$ cat src/rtl/mem_stage.sv
// rtl/mem_stage.sv - MEM pipeline stage: latches EX payload, issues one data-memory request, buffers load data for WB.
module mem_stage (
  input  logic        clk,
  input  logic        rst_n,
  input  logic        ex_valid_in,
  output logic        mem_allowin_out,
  input  logic [31:0] ex_PC_in,
  input  logic [4:0]  ex_wnum_in,
  input  logic [2:0]  ex_sel_wbdata_in,
  input  logic [7:0]  ex_onehot_in,
  input  logic [4:0]  ex_lubhw_con_in,
  input  logic [2:0]  ex_write_type_in,
  input  logic [3:0]  ex_llr_we_in,
  input  logic [4:0]  ex_ExcCode_in,
  input  logic        ex_exception_in,
  input  logic [31:0] ex_wbdata_in,
  input  logic [1:0]  ex_memop_in,
  input  logic [3:0]  ex_wstrb_in,
  input  logic [31:0] ex_store_data_in,
  input  logic        wb_allowin_in,
  input  logic        wb_ClrStpJmp_in,
  output logic        mem_valid_out,
  output logic [31:0] mem_PC_out,
  output logic [4:0]  mem_wnum_out,
  output logic [2:0]  mem_sel_wbdata_out,
  output logic [7:0]  mem_onehot_out,
  output logic [4:0]  mem_lubhw_con_out,
  output logic [2:0]  mem_write_type_out,
  output logic [31:0] mem_wbdata_out,
  output logic [3:0]  mem_llr_we_out,
  output logic        mem_exception_out,
  output logic [4:0]  mem_ExcCode_out,
  output logic [31:0] mem_dm_data_out,
  output logic [1:0]  mem_adrl_out,
  output logic        data_req,
  output logic        data_wr,
  output logic [3:0]  data_wstrb,
  output logic [31:0] data_addr,
  output logic [31:0] data_wdata,
  input  logic        data_addr_ok,
  input  logic        data_data_ok,
  input  logic [31:0] data_rdata
);

  typedef enum logic [1:0] {S_IDLE, S_WAIT, S_DONE, S_CANCEL} state_t;

  state_t      r_state;
  logic        r_valid;
  logic [31:0] r_pc;
  logic [4:0]  r_wnum;
  logic [2:0]  r_sel_wbdata;
  logic [7:0]  r_onehot;
  logic [4:0]  r_lubhw_con;
  logic [2:0]  r_write_type;
  logic [3:0]  r_llr_we;
  logic [4:0]  r_exccode;
  logic        r_exception;
  logic [31:0] r_wbdata;
  logic [1:0]  r_memop;
  logic [3:0]  r_wstrb;
  logic [31:0] r_store_data;
  logic [31:0] r_rdata;

  logic w_flush;
  logic w_ready;
  logic w_allowin;
  logic w_req;

  assign w_flush   = wb_ClrStpJmp_in;
  // Excepting instructions never touch memory, so they are ready immediately like ALU ops.
  assign w_ready   = (r_valid && (r_memop == 2'b00 || r_exception)) ? 1'b1 : (r_state == S_DONE);
  assign w_allowin = (r_state != S_CANCEL) && (!r_valid || (w_ready && wb_allowin_in));
  assign w_req     = (r_state == S_IDLE) && r_valid && (r_memop != 2'b00) && !r_exception && !w_flush;

  assign mem_allowin_out = w_allowin;
  assign mem_valid_out   = r_valid && w_ready;

  assign data_req   = w_req;
  assign data_wr    = r_memop[1];
  assign data_addr  = r_wbdata;
  assign data_wstrb = r_memop[1] ? r_wstrb : 4'b0000;
  assign data_wdata = r_store_data;

  assign mem_PC_out         = r_pc;
  assign mem_wnum_out       = r_wnum;
  assign mem_sel_wbdata_out = r_sel_wbdata;
  assign mem_onehot_out     = r_onehot;
  assign mem_lubhw_con_out  = r_lubhw_con;
  assign mem_write_type_out = r_write_type;
  assign mem_wbdata_out     = r_wbdata;
  assign mem_llr_we_out     = r_llr_we;
  assign mem_exception_out  = r_exception;
  assign mem_ExcCode_out    = r_exccode;
  assign mem_dm_data_out    = r_rdata;
  assign mem_adrl_out       = r_wbdata[1:0];

  always_ff @(posedge clk) begin
    if (!rst_n) begin
      r_state      <= S_IDLE;
      r_valid      <= 1'b0;
      r_pc         <= 32'd0;
      r_wnum       <= 5'd0;
      r_sel_wbdata <= 3'd0;
      r_onehot     <= 8'd0;
      r_lubhw_con  <= 5'd0;
      r_write_type <= 3'd0;
      r_llr_we     <= 4'd0;
      r_exccode    <= 5'd0;
      r_exception  <= 1'b0;
      r_wbdata     <= 32'd0;
      r_memop      <= 2'd0;
      r_wstrb      <= 4'd0;
      r_store_data <= 32'd0;
      r_rdata      <= 32'd0;
    end else begin
      if (w_flush)
        r_valid <= 1'b0;
      else if (w_allowin)
        r_valid <= ex_valid_in;

      if (w_allowin && ex_valid_in) begin
        r_pc         <= ex_PC_in;
        r_wnum       <= ex_wnum_in;
        r_sel_wbdata <= ex_sel_wbdata_in;
        r_onehot     <= ex_onehot_in;
        r_lubhw_con  <= ex_lubhw_con_in;
        r_write_type <= ex_write_type_in;
        r_llr_we     <= ex_llr_we_in;
        r_exccode    <= ex_ExcCode_in;
        r_exception  <= ex_exception_in;
        r_wbdata     <= ex_wbdata_in;
        r_memop      <= ex_memop_in;
        r_wstrb      <= ex_wstrb_in;
        r_store_data <= ex_store_data_in;
      end

      // CANCEL drains the response of a flushed request so it cannot be mistaken for a later one.
      case (r_state)
        S_IDLE: begin
          if (w_req && data_addr_ok)
            r_state <= S_WAIT;
        end
        S_WAIT: begin
          if (data_data_ok) begin
            if (w_flush) begin
              r_state <= S_IDLE;
            end else begin
              r_state <= S_DONE;
              if (r_memop[0])
                r_rdata <= data_rdata;
            end
          end else if (w_flush) begin
            r_state <= S_CANCEL;
          end
        end
        S_DONE: begin
          if (wb_allowin_in || w_flush)
            r_state <= S_IDLE;
        end
        S_CANCEL: begin
          if (data_data_ok)
            r_state <= S_IDLE;
        end
        default: r_state <= S_IDLE;
      endcase
    end
  end

endmodule

$ cat config.mk
export PLATFORM = sky130hd
export DESIGN_NAME = mem_stage
export DESIGN_NICKNAME = d
export VERILOG_FILES = /design/src/rtl/mem_stage.sv
export SDC_FILE = /design/constraint.sdc
export NUM_CORES = 1
export LEC_CHECK = 0
export ABC_AREA = 1
export CAP_MARGIN = 5
export CORE_UTILIZATION = 40
export CTS_BUF_LIST = sky130_fd_sc_hd__clkbuf_2 sky130_fd_sc_hd__clkbuf_4 sky130_fd_sc_hd__clkbuf_8
export DETAILED_ROUTE_END_ITERATION = 8
export PLACE_DENSITY = 0.87
export SYNTH_ARGS = -nofsm -noshare
export SYNTH_HDL_FRONTEND = slang
export SYNTH_SLANG_ARGS = --single-unit
$ cat constraint.sdc
create_clock -name clk -period 1.5 [get_ports clk]
set_input_delay 0.225 -clock clk [delete_from_list [all_inputs] [get_ports clk]]
set_output_delay 0.225 -clock clk [all_outputs]
set_load 0.1 [all_outputs]
==> Yosys cells after proc, flatten, opt, wreduce, memory -nomap -nowiden <==
Cells that the tools add are included.
{ "word_totals": {"regBits": 171, "latch_bits": 0, "ramBits": 0, "mem_bits_ro": 0, "input_bits": 175, "out_inout_bits": 204, "word_cells": 57, "memories": 0} }
{ "classes": {"addsub": 0, "multipliers": 0, "div_mod_pow": 0, "n_lt_le_gt_ge": 0, "n_eq_ne": 8, "shifts": 0, "n_mux": 9, "bitwise_logic": 2, "reduce_logical": 22} }
{ "op_table": {"columns": ["op", "n"], "rows": [
  ["$mux 2", 6],
  ["$logic_and 1x1->1", 10],
  ["$pmux 2 s4", 1],
  ["$reduce_and 4->1", 2],
  ["$eq 2x2->1 const B", 2],
  ["$logic_not 2->1", 2],
  ["$mux 4", 1],
  ["$ne 2x1->1 const B", 2],
  ["$ne 2x2->1 const B", 2],
  ["$logic_not 1->1", 3],
  ["$logic_or 1x1->1", 3],
  ["$ne 3x3->1 const B", 1],
  ["$eq 2x1->1 const B", 1],
  ["$not 1->1", 2],
  ["$reduce_bool 2->1", 1],
  ["$reduce_or 2->1", 1],
  ["$mux 1", 1]
]} }

==> Longest topological paths before layout <==
{ "logic_depth": {"ltp_word": 8, "ltp_mapped": 12, "mapped_depth_nobuf": 10} }

==> Worst setup path before layout <==
No wires, ideal clock.
{ "synth_path": {"path_type": "register to register", "from": "register r_memop[1]", "to": "register r_state[0]", "setup_ns": 0.114, "t_arrival_ns": 3.033, "required_ns": 1.386, "slack_ns": -1.647, "stages_incl_launch_ff": 8, "n_path_buf": 0, "period_less_slack_ns": 3.147, "cell_sequence": "dfxtp_1 -> o21ai_1 -> nor2_1 -> nand2_1 -> nand2_1 -> nand3_1 -> o21bai_1 -> inv_1"} }
{ "synth_between": {"elab_chain_len": 7} }
{ "synth_lines": {"columns": ["item", "line_no", "source"], "rows": [
  ["start, declared", "59", "logic [1:0] r_memop;"],
  ["start signal, assigned", "132", "r_memop <= ex_memop_in;"],
  ["$reduce_bool 2->1", "73", "assign w_req = (r_state == S_IDLE) && r_valid && (r_memop != 2'b00) && !r_exception && !w_flush;"],
  ["$logic_and 1x1->1 (3 in a row)", "73", null],
  ["net data_req", "35", "output logic data_req,"],
  ["$logic_and 1x1->1", "140", "if (w_req && data_addr_ok)"],
  ["$ne 2x1->1 (no source line)", null, null],
  ["$reduce_and 4->1 (no source line)", null, null],
  ["end signal, assigned", "141", "r_state <= S_WAIT;"],
  ["end signal, assigned", "146", "r_state <= S_IDLE;"],
  ["end signal, assigned", "148", "r_state <= S_DONE;"],
  ["end, declared", "47", "state_t r_state;"]
]} }
The timed path passes the listed nets, and every way through them passes these cells.
A chain may end at the register's enable or synchronous reset.

==> Worst setup path in the final report <==
{ "layout_path": {"from": "register r_memop[0]", "to": "output port mem_allowin_out"} }
{ "layout_between": {"elab_chain_len": 7} }
{ "layout_lines": {"columns": ["item", "line_no", "source"], "rows": [
  ["$logic_not 2->1", "71", "assign w_ready = (r_valid && (r_memop == 2'b00 || r_exception)) ? 1'b1 : (r_state == S_DONE);"],
  ["$logic_or 1x1->1", "71", null],
  ["$logic_and 1x1->1", "71", null],
  ["$mux 1", "71", null],
  ["$logic_and 1x1->1", "72", "assign w_allowin = (r_state != S_CANCEL) && (!r_valid || (w_ready && wb_allowin_in));"],
  ["$logic_or 1x1->1", "72", null],
  ["$logic_and 1x1->1", "72", null],
  ["end, declared", "6", "output logic mem_allowin_out,"]
]} }
No other way between the ends.

==> metrics.txt <==
Inserted Diodes=0; Worst EP required=1.27 ns; met1 global-route usage=26.1%; final hold vios=0; fin nets=1909; Worst R2R Setup Slack=-0.31 ns; crit path kind=register to output pin; Tightest Pin Transition=0.330 ns; largest net degree at the start of global routing=71; Clk pin slew, worst setup/hold paths=0.10 ns; flip-flop and latch area=3480 µm²; Leak=8.09 nW; area of the multi-input gates=3100 µm²; H-tree Lvls=4; Synth top area share=39.6%; CTS tree=done; hold_ws=0.0940 ns; GPL Wtd Cong=0.864; PortBufs=378; crit path time final=1.88 ns; Worst Setup Start Kind=register; Vias/cell=4.72; DR DRC count=0; first-pass GRT wire length=47200 µm; critical path data arrival time=1.66 ns; outcome=finished, violations left; # setup viols final=145; Die X=149 µm; Fillers=1340; Worst setup EP type=output pin; met3 Track Usage GR=8.41%; synth unique cells=19; die height=149 µm; starting density of the core=41.0%; Inserted Clock Buffers=17; fin worst setup slack=-0.382 ns; synth warn=0; failing checks=setup timing; clk_skew=0.0108 ns; WL/cell=15.0 µm; Post-Syn Area=8650 µm²; HPWL after detailed placement=22600 µm; hold_buf cts=0; Hold Path Class=input pin to register; antenna-violating nets left=0; Placeable Area=21100 µm²; FP Rows=53; Clock Latency Late Sink=0.45 ns; Setup TNS Final=-29.05 ns; Relative slew margins=77.9%; Post-Route Utilization=73.7%; final wirelength=30300 µm; clk sinks=171; DRT iter0 DRCs=530; clk buf depth=2; Synth area leader=dfxtp_1; Pwr per Cell Area=1160 nW/µm²; I/O Pins=379; grt peak-use layer=met2; Yosys reg bits=171; DRT Pass-1 Iters=5; met2 Use GR=49.7%; Total GRT Usage=27.0%; CTS Root Cell=clkbuf_8; global route total overflow=0; CP Max Fanout=2; part of the cycle the worst path needs=125%; DIE AREA=22200 µm²; via count=9547; syn nets=1563; Max Freq=0.531 GHz; cell count after synthesis=1388; vias in the first global route=9694; Final Max Tran Viols=0; sequential area share after synthesis=39.6%; Avg Cell Area, Syn=6.23 µm²; unrepaired setup endpoints after global routing=yes; layout cells sized above 1=21.9%; initial antenna violation count=0; top cells by area, synth=dfxtp_1 40%, inv_1 18%, nand2_1 13%; Worst VDD drop=0.763 mV; max cap viols=0; Area Growth Syn to Fin=79.7%
[where the power goes]
| part | internal, W | switching, W | total (W) |
|---|---|---|---|
| clock | 0.00149 | 0.00194 | 0.00343 |
| combinational | 0.00328 | 0.00568 | 0.00896 |
| sequential | 0.00502 | 0.000562 | 0.00558 |
| total | 0.00978 | 0.00819 | 0.0180 |
[stage by stage]
stage | instances | setup slack (ns) | total power, W | area (µm²)
after CTS | 2020 | -0.425 | 0.0180 | 15500
after global routing | 2022 | -0.458 | 0.0187 | 15500
after floorplan | 1388 | -0.247 | 0.0110 | 8800
after detailed placement | 1980 | -0.282 | 0.0144 | 14900
final | 2022 | -0.382 | 0.0180 | 15500
after global placement | 1980 | -0.188 | 0.0142 | 14900
[repair_timing]
action,in CTS,in global routing
endpoints found under the setup margin,148,178
buffers inserted,9,3
pin swaps,8,15
gates resized for setup,33,35
[flip-flops by register name (all words and copies together), names as in the netlist]
| register | cells |
|---|---|
| r_state | 2 |
| mem_dm_data_out | 32 |
| mem_onehot_out | 8 |
| r_valid | 1 |
| mem_exception_out | 1 |
| data_addr | 32 |
| r_memop | 2 |
| mem_wnum_out | 5 |
| mem_sel_wbdata_out | 3 |
| data_wdata | 32 |
| mem_lubhw_con_out | 5 |
| mem_ExcCode_out | 5 |
| mem_PC_out | 32 |
| mem_llr_we_out | 4 |
| mem_write_type_out | 3 |
| r_wstrb | 4 |
[final timing paths]
| kind | start | endpoint | cells past startpoint |
|---|---|---|---|
| worst max-delay path | r_memop[0] | mem_allowin_out | 9 |
| worst min-delay path | rst_n | data_addr[31] | 3 |
| worst max register to register | r_memop[0] | mem_PC_out[22] | 12 |
| worst min register to register | mem_dm_data_out[28] | mem_dm_data_out[28] | 2 |
[cells in the final DEF, fill, tap and decap left out]
cell | netlist | layout
inv_1 | 420 | 412
nand2_1 | 292 | 280
buf_12 | 0 | 223
nor2_1 | 205 | 196
clkdlybuf4s50_1 | 0 | 172
nand4_1 | 137 | 137
dfxtp_1 | 171 | 133
buf_4 | 34 | 40
dfxtp_2 | 0 | 36
clkbuf_8 | 0 | 19
o21ai_0 | 32 | 16
o21ai_1 | 1 | 13
nand2_2 | 0 | 9
buf_6 | 12 | 8
inv_6 | 0 | 7
nor2_2 | 0 | 6
inv_2 | 0 | 4
inv_8 | 0 | 4
nor2_4 | 0 | 3
o21ai_2 | 0 | 3
inv_4 | 0 | 2
nand2_4 | 0 | 2
a21oi_1 | 4 | 2
clkinv_4 | 0 | 2
dfxtp_4 | 0 | 2
buf_8 | 0 | 2
o21ai_4 | 0 | 1
nand2_8 | 0 | 1
clkinvlp_4 | 0 | 1
a21oi_4 | 0 | 1
nand3_4 | 0 | 1
o22ai_1 | 1 | 1
or2_2 | 1 | 1
nand3_2 | 1 | 1
or3_1 | 1 | 1
nand3_1 | 2 | 1
o21bai_1 | 1 | 1
a21oi_2 | 0 | 1
bufinv_16 | 0 | 1
buf_16 | 0 | 1
[cells by family after synthesis]
group / synth area share (%)
and+or+nand+nor: 31.9
DFF: 39.6
AOI/OAI and AO/OA: 2.30
buffers and inverters: 26.3
[Yosys cell counts]
cell type,number
a21oi_1,4
buf_1,22
buf_2,25
buf_4,34
buf_6,12
clkbuf_1,26
dfxtp_1,171
inv_1,420
nand2_1,292
nand3_1,2
nand3_2,1
nand4_1,137
nor2_1,205
o21ai_0,32
o21ai_1,1
o21bai_1,1
o22ai_1,1
or2_2,1
or3_1,1
[worst max-delay path: stages, from the launching register on]
cell,delay [ns]
dfxtp_2,0.35
o21ai_4,0.16
nand2_2,0.08
nand2_2,0.06
nand2_2,0.06
nand2_4,0.08
buf_12,0.11
nand2_8,0.05
clkinvlp_4,0.08
buf_12,0.17
[area by class of cell]
cell class / instances / share of cell area, %
inverter: 420 / 10.2
sequential: 171 / 22.4
multi-input combinational: 678 / 19.9
clock inverter: 13 / 0.934
timing repair buffer: 446 / 42.7
clock buffer: 19 / 1.68
tap: 275 / 2.21
[routing by layer]
layer | up-vias | part of all wire, % | routed length (µm)
met5 | - | 0 | 0
met4 | 0 | 5.6 | 1700
met3 | 109 | 8.5 | 2570
met2 | 455 | 52 | 15800
met1 | 4315 | 34 | 10200
li1 | 4668 | - | -
(Power assumes the default switching activity.)
